==> config.mk <==
export PLATFORM = sky130hd
export DESIGN_NAME = buzzer_arbiter
export DESIGN_NICKNAME = d
export VERILOG_FILES = /design/src/rtl/buzz_pkg.sv /design/src/rtl/rr_pick.sv /design/src/rtl/buzzer_arbiter.sv
export SDC_FILE = /design/constraint.sdc
export NUM_CORES = 1
export LEC_CHECK = 0
export ABC_CLOCK_PERIOD_IN_PS = 6400
export CAP_MARGIN = 20
export CORE_MARGIN = 5
export CORE_UTILIZATION = 55
export CTS_CLUSTER_DIAMETER = 80
export DETAILED_ROUTE_END_ITERATION = 16
export PLACE_DENSITY_LB_ADDON = 0.12
export SLEW_MARGIN = 20
export SYNTH_ARGS = -nofsm -noshare
export SYNTH_HDL_FRONTEND = slang
export SYNTH_SLANG_ARGS = --single-unit
==> constraint.sdc <==
create_clock -name Clock -period 6.4 [get_ports Clock]
set_input_delay 1.28 -clock Clock [delete_from_list [all_inputs] [get_ports Clock]]
set_output_delay 1.28 -clock Clock [all_outputs]
set_load 0.02 [all_outputs]
==> src/rtl/buzz_pkg.sv <==
// Shared types and helpers for the quiz-buzzer arbiter.
package buzz_pkg;

  // Arbiter round states.
  typedef enum logic [1:0] {
    StIdle,
    StArmed,
    StAnswer
  } state_e;

  // Default number of contestants.
  localparam int unsigned DefaultNumPlayers = 4;

  // Round-robin successor of a player index. Callers guarantee n >= 2.
  function automatic int unsigned next_rr(input int unsigned id, input int unsigned n);
    return (id + 1) % n;
  endfunction

endpackage

==> src/rtl/rr_pick.sv <==
// Combinational round-robin picker: first set request at or above ptr, wrapping
// around to bit 0.
module rr_pick #(
  parameter  int unsigned NUM_PLAYERS = 4,
  localparam int unsigned ID_W        = $clog2(NUM_PLAYERS)
) (
  input  logic [NUM_PLAYERS-1:0] req,
  input  logic [ID_W-1:0]        ptr,
  output logic                   any,
  output logic [ID_W-1:0]        idx
);

  int unsigned     cand;
  logic [ID_W-1:0] cand_idx;

  // Scan candidates ptr, ptr+1, ... (mod NUM_PLAYERS) and keep the first hit.
  always_comb begin
    any      = 1'b0;
    idx      = '0;
    cand     = 0;
    cand_idx = '0;
    for (int unsigned k = 0; k < NUM_PLAYERS; k++) begin
      cand     = (32'(ptr) + k) % NUM_PLAYERS;
      cand_idx = ID_W'(cand);
      if (!any && req[cand_idx]) begin
        any = 1'b1;
        idx = cand_idx;
      end
    end
  end

endmodule

==> src/rtl/buzzer_arbiter.sv <==
// Quiz-game buzzer arbiter: grants the answer turn to the first eligible press,
// times the answer window and applies the host's verdict.
module buzzer_arbiter
  import buzz_pkg::*;
#(
  parameter  int unsigned NUM_PLAYERS    = DefaultNumPlayers,
  parameter  int unsigned TIMEOUT_CYCLES = 50_000_000,
  localparam int unsigned ID_W           = $clog2(NUM_PLAYERS)
) (
  input  logic                   Clock,
  input  logic                   Reset,
  input  logic [NUM_PLAYERS-1:0] press,
  input  logic                   arm,
  input  logic                   judge_valid,
  input  logic                   judge_correct,
  output logic                   winner_valid,
  output logic [ID_W-1:0]        winner_id,
  output logic [NUM_PLAYERS-1:0] locked_out,
  output logic                   armed,
  output logic                   timeout_pulse,
  output logic                   round_over
);

  localparam int unsigned        TIMER_W   = $clog2(TIMEOUT_CYCLES);
  // Window counts TIMEOUT_CYCLES-1 down to 0 inclusive, i.e. TIMEOUT_CYCLES cycles.
  localparam logic [TIMER_W-1:0] TimerLoad = TIMER_W'(TIMEOUT_CYCLES - 1);

  state_e                  state;
  logic [ID_W-1:0]         rr_ptr;
  logic [TIMER_W-1:0]      timer;

  logic [NUM_PLAYERS-1:0]  eligible;
  logic                    pick_any;
  logic [ID_W-1:0]         pick_idx;
  logic [NUM_PLAYERS-1:0]  lock_next;
  logic                    all_locked;

  // Only players not yet barred this round may win the turn.
  always_comb begin
    eligible = press & ~locked_out;
  end

  rr_pick #(
    .NUM_PLAYERS(NUM_PLAYERS)
  ) u_rr_pick (
    .req(eligible),
    .ptr(rr_ptr),
    .any(pick_any),
    .idx(pick_idx)
  );

  // Lockout set as it would be after barring the current holder.
  always_comb begin
    lock_next            = locked_out;
    lock_next[winner_id] = 1'b1;
    all_locked           = &lock_next;
  end

  // Round FSM with registered outputs; pulses default low every cycle.
  always_ff @(posedge Clock) begin
    if (Reset) begin
      state         <= StIdle;
      rr_ptr        <= '0;
      timer         <= '0;
      winner_valid  <= 1'b0;
      winner_id     <= '0;
      locked_out    <= '0;
      armed         <= 1'b0;
      timeout_pulse <= 1'b0;
      round_over    <= 1'b0;
    end else begin
      timeout_pulse <= 1'b0;
      round_over    <= 1'b0;
      case (state)
        StIdle: begin
          if (arm) begin
            state      <= StArmed;
            armed      <= 1'b1;
            locked_out <= '0;
          end
        end
        StArmed: begin
          if (arm) begin
            // Restart: same-cycle presses are discarded.
            locked_out <= '0;
          end else if (pick_any) begin
            state        <= StAnswer;
            armed        <= 1'b0;
            winner_valid <= 1'b1;
            winner_id    <= pick_idx;
            timer        <= TimerLoad;
          end
        end
        StAnswer: begin
          if (judge_valid && judge_correct) begin
            state        <= StIdle;
            winner_valid <= 1'b0;
            winner_id    <= '0;
            round_over   <= 1'b1;
            rr_ptr       <= ID_W'(next_rr(32'(winner_id), NUM_PLAYERS));
          end else if (judge_valid || (timer == '0)) begin
            // A verdict on the expiry cycle takes precedence over the timeout.
            locked_out    <= lock_next;
            winner_valid  <= 1'b0;
            winner_id     <= '0;
            timeout_pulse <= !judge_valid;
            if (all_locked) begin
              state      <= StIdle;
              round_over <= 1'b1;
            end else begin
              state <= StArmed;
              armed <= 1'b1;
            end
          end else begin
            timer <= timer - TIMER_W'(1);
          end
        end
        default: begin
          state <= StIdle;
        end
      endcase
    end
  end

endmodule
==> results.toml <==
[status]
status = "finished, final reports clean"

[synth]
synthCells = 291
share_of_async_settable_or_async_resettable_flops_after_synthesis_pct = 0
yosysSeqAreaShare_pct = 33.2
synth_top_cells_by_count = "40 x sky130_fd_sc_hd__dfxtp_1, 21 x sky130_fd_sc_hd__or4_1, 18 x sky130_fd_sc_hd__nor2_1"
muxShareOfSynthArea_pct = 2.49
synth-compound-area-share_pct = 27.1
synth_warnings = 0
synth.distinct_cells = 48
synth_enable_flop_cells = 0
synth_top_cells_by_area = "sky130_fd_sc_hd__dfxtp_1 33%, sky130_fd_sc_hd__or4_1 6.5%, sky130_fd_sc_hd__ha_1 5.2%"
post_synth_fa_ha_maj_area_fraction_pct = 5.18
syn_nets = 310
yosys.area.top_type = "sky130_fd_sc_hd__dfxtp_1"
netlist.area_leader.share_pct = 33.2
summed_instance_area_of_the_synthesized_netlist_sq_um = 2410
post_synth.cell_area_avg_sq_um = 8.29
yosys_register_bits = 40
ys.flop_type = "sky130_fd_sc_hd__dfxtp_1"
dominant_combinational_cell_family_by_area_after_synthesis = "simple AND/OR/NAND/NOR gates"
synth-simple-area-share_pct = 27.1
area_share_of_xor_xnor_cells_in_the_synthesized_design_pct = 0
post-synth-top-count-cell = "sky130_fd_sc_hd__dfxtp_1"

[run]
timing.max_cap.violations = 0

[clocking]
clock_tree.buffer_depth = 2
post_cts.resized_instances = 0
h-tree-depth = 2
clock_insertion_delay_worst_skew_ns = 0.30
post_cts.repair.setup_buffers = 0
tritoncts = "done"
root_buffer = "sky130_fd_sc_hd__clkbuf_8"
clock_sinks = 40
clk_pin_slew_worst_paths_ns = 0.09
cts_hold_buffers = 0
cts_inserted_buffers = 5

[worst_setup_path]
worstPathMaxFanout = 5
r2r_cells = 8
cp.required_ns = 6.60
regToRegSetupSlack_ns = 3.28
critPathKind = "input port to flop"
end_kind = "flop"
startpoint_type = "input port"
rr_startpoint = "timer[0]$_SDFFE_PP0P_"
critPathArrivalTime_ns = 3.50
critical_path.reg2reg.endpoint = "timer[1]$_SDFFE_PP0P_"

[route]
number_of_search_and_repair_iterations_in_the_first_detailed_routing_pass = 4
dr_total_vias = 2432
routedLengthMet1_um = 2890
routed_wl_um = 6380
met3_layer_wire_length_in_the_routed_design_um = 312
postRouteAntennaNets = 0
vias_per_cell = 6.83
route.met2.wl_um = 3040
drt-wirelength-per-cell_um = 17.9
drt_first_iter_violations = 298
drt_drc_violations_left = 0
highest-signal-layer = "met4"

[sta]
slew_headroom_pct = 40.4
worst_clock_skew_ns = 0.0105
finalWorstSetupSlack_ns = 3.10
layout_worst_path_cycle_share_pct = 51.6
rsz0062_at_grt = "false"
tightestPinTransition_ns = 0.885
setup_violations = 0
hold_viol = 0
max_clock_freq_ghz = 0.303
final.hold.worst_slack_ns = 0.489
timing_max_transition_violations_final = 0
fin_crit_ns = 3.30
setup_tns_ns = 0

[floorplan]
starting_density_of_the_core_pct = 56.2
placementRows = 24
pin_count = 19
fp.dieArea_sq_um = 5810
core_area_sq_um = 4290
die_h_um = 76.2
die_width_um = 76.2

[cells_and_area]
num-fill-cells = 390
drive_gt1_share_pct = 5.59
insertedDiodeCount = 0
final_nets = 322
postLayoutCellArea_sq_um = 2750
area_delta_synth_final_pct = 13.8

[placement]
placement.setup.worst_slack_ns = 2.86
hpwlAfterDp_um = 4480
post_placement_cell_area_sq_um = 2630
final_weighted_congestion_in_routability_driven_placement = 0.845
place.port_buffers = 18

[global_routing]
grtUsageTotal_pct = 22.1
number_of_antenna_violations_at_the_first_check_in_global_routing = 0
first_global_vias = 2271
global_route_wire_length_before_repair_um = 10800
grt_overflow_total = 0
grt_start_max_net_pins = 37

[hold_path]
min_from = "winner_valid$_SDFFE_PP0P_"
timing.hold.worst_path_depth = 2
timing.hold.worst.class = "flop to flop"
worst_hold_path.endpoint = "winner_valid$_SDFFE_PP0P_"

[power_and_ir_drop]
power.ir.vdd_worst_v = 0.000276
power_density_nw_per_um2 = 480
static-leakage-power_nw = 0.949
[power breakdown]
part	switching, W	leakage (nW)	internal [W]
logic	0.000424	0.560	0.000266
clock network	0.0000961	0.0614	0.000128
registers	0.0000829	0.328	0.000322
total	0.000603	0.949	0.000715
[flip-flops by register name, indices dropped and copies added (netlist names)]
name	count
timer	26
rr_ptr	2
timeout_pulse	1
winner_valid	1
state	2
locked_out	4
armed	1
round_over	1
winner_id	2
[placed cells by master (no fill, tap or decap), drive strengths merged, types with 10 or more instances in the layout]
cell            n
or3            12
or4            23
ha             10
o21ai          11
clkdlybuf4s50  18
dfxtp          40
inv            13
o31ai          16
a21oi          16
nor2           18
a31oi          16
[metrics by stage]
stage               utilization (%)  power [W]  cells
CTS                            64.0    0.00131    356
global placement               61.1    0.00107    348
finish                         64.0    0.00132    356
global route                   64.0    0.00143    356
detailed placement             61.1    0.00109    348
floorplan                         -   0.000904    291
[worst max-delay path, cell delays in order]
cell	delay (ns)
sky130_fd_sc_hd__clkdlybuf4s50_1	0.43
sky130_fd_sc_hd__nor2b_1	0.17
sky130_fd_sc_hd__o41ai_1	0.76
sky130_fd_sc_hd__a211oi_1	0.29
sky130_fd_sc_hd__or3_1	0.37
sky130_fd_sc_hd__o31ai_1	0.21
[layer usage]
metal,up-vias,track usage [%]
met3,14,5.08
met2,74,34.9
met5,-,0
met4,0,8.92
li1,1181,-
met1,1163,29.1
[kinds of logic (layout without fill, tap and decap cells)]
| family | count (synthesis) | count (layout) |
|---|---|---|
| compound gates | 94 | 94 |
| fa+ha+maj | 10 | 10 |
| buf+inv | 31 | 44 |
| flops | 40 | 40 |
| mux | 6 | 6 |
| simple gates | 110 | 110 |
[how the worst max path moves through the flow]
stage,from,to,cells past startpoint
after global routing,press[0],timer[18]$_SDFFE_PP0P_,6
after CTS,press[0],timer[18]$_SDFFE_PP0P_,6
after global placement,press[0],timer[18]$_SDFFE_PP0P_,6
after floorplan,press[0],timer[18]$_SDFFE_PP0P_,5
after detailed placement,press[0],timer[18]$_SDFFE_PP0P_,6
final,press[0],timer[18]$_SDFFE_PP0P_,6
[area by class of cell]
cell class / instances / area [sq um] / area share, %
Multi-Input combinational cell: 220 / 1500 / 54.5
Sequential cell: 40 / 801 / 29.2
Clock inverter: 2 / 38.8 / 1.41
Inverter: 14 / 52.6 / 1.91
Clock buffer: 6 / 82.6 / 3.01
Timing Repair Buffer: 22 / 210 / 7.65
Tap cell: 52 / 65.1 / 2.37
Note: power is estimated with default switching activity, not from simulation.
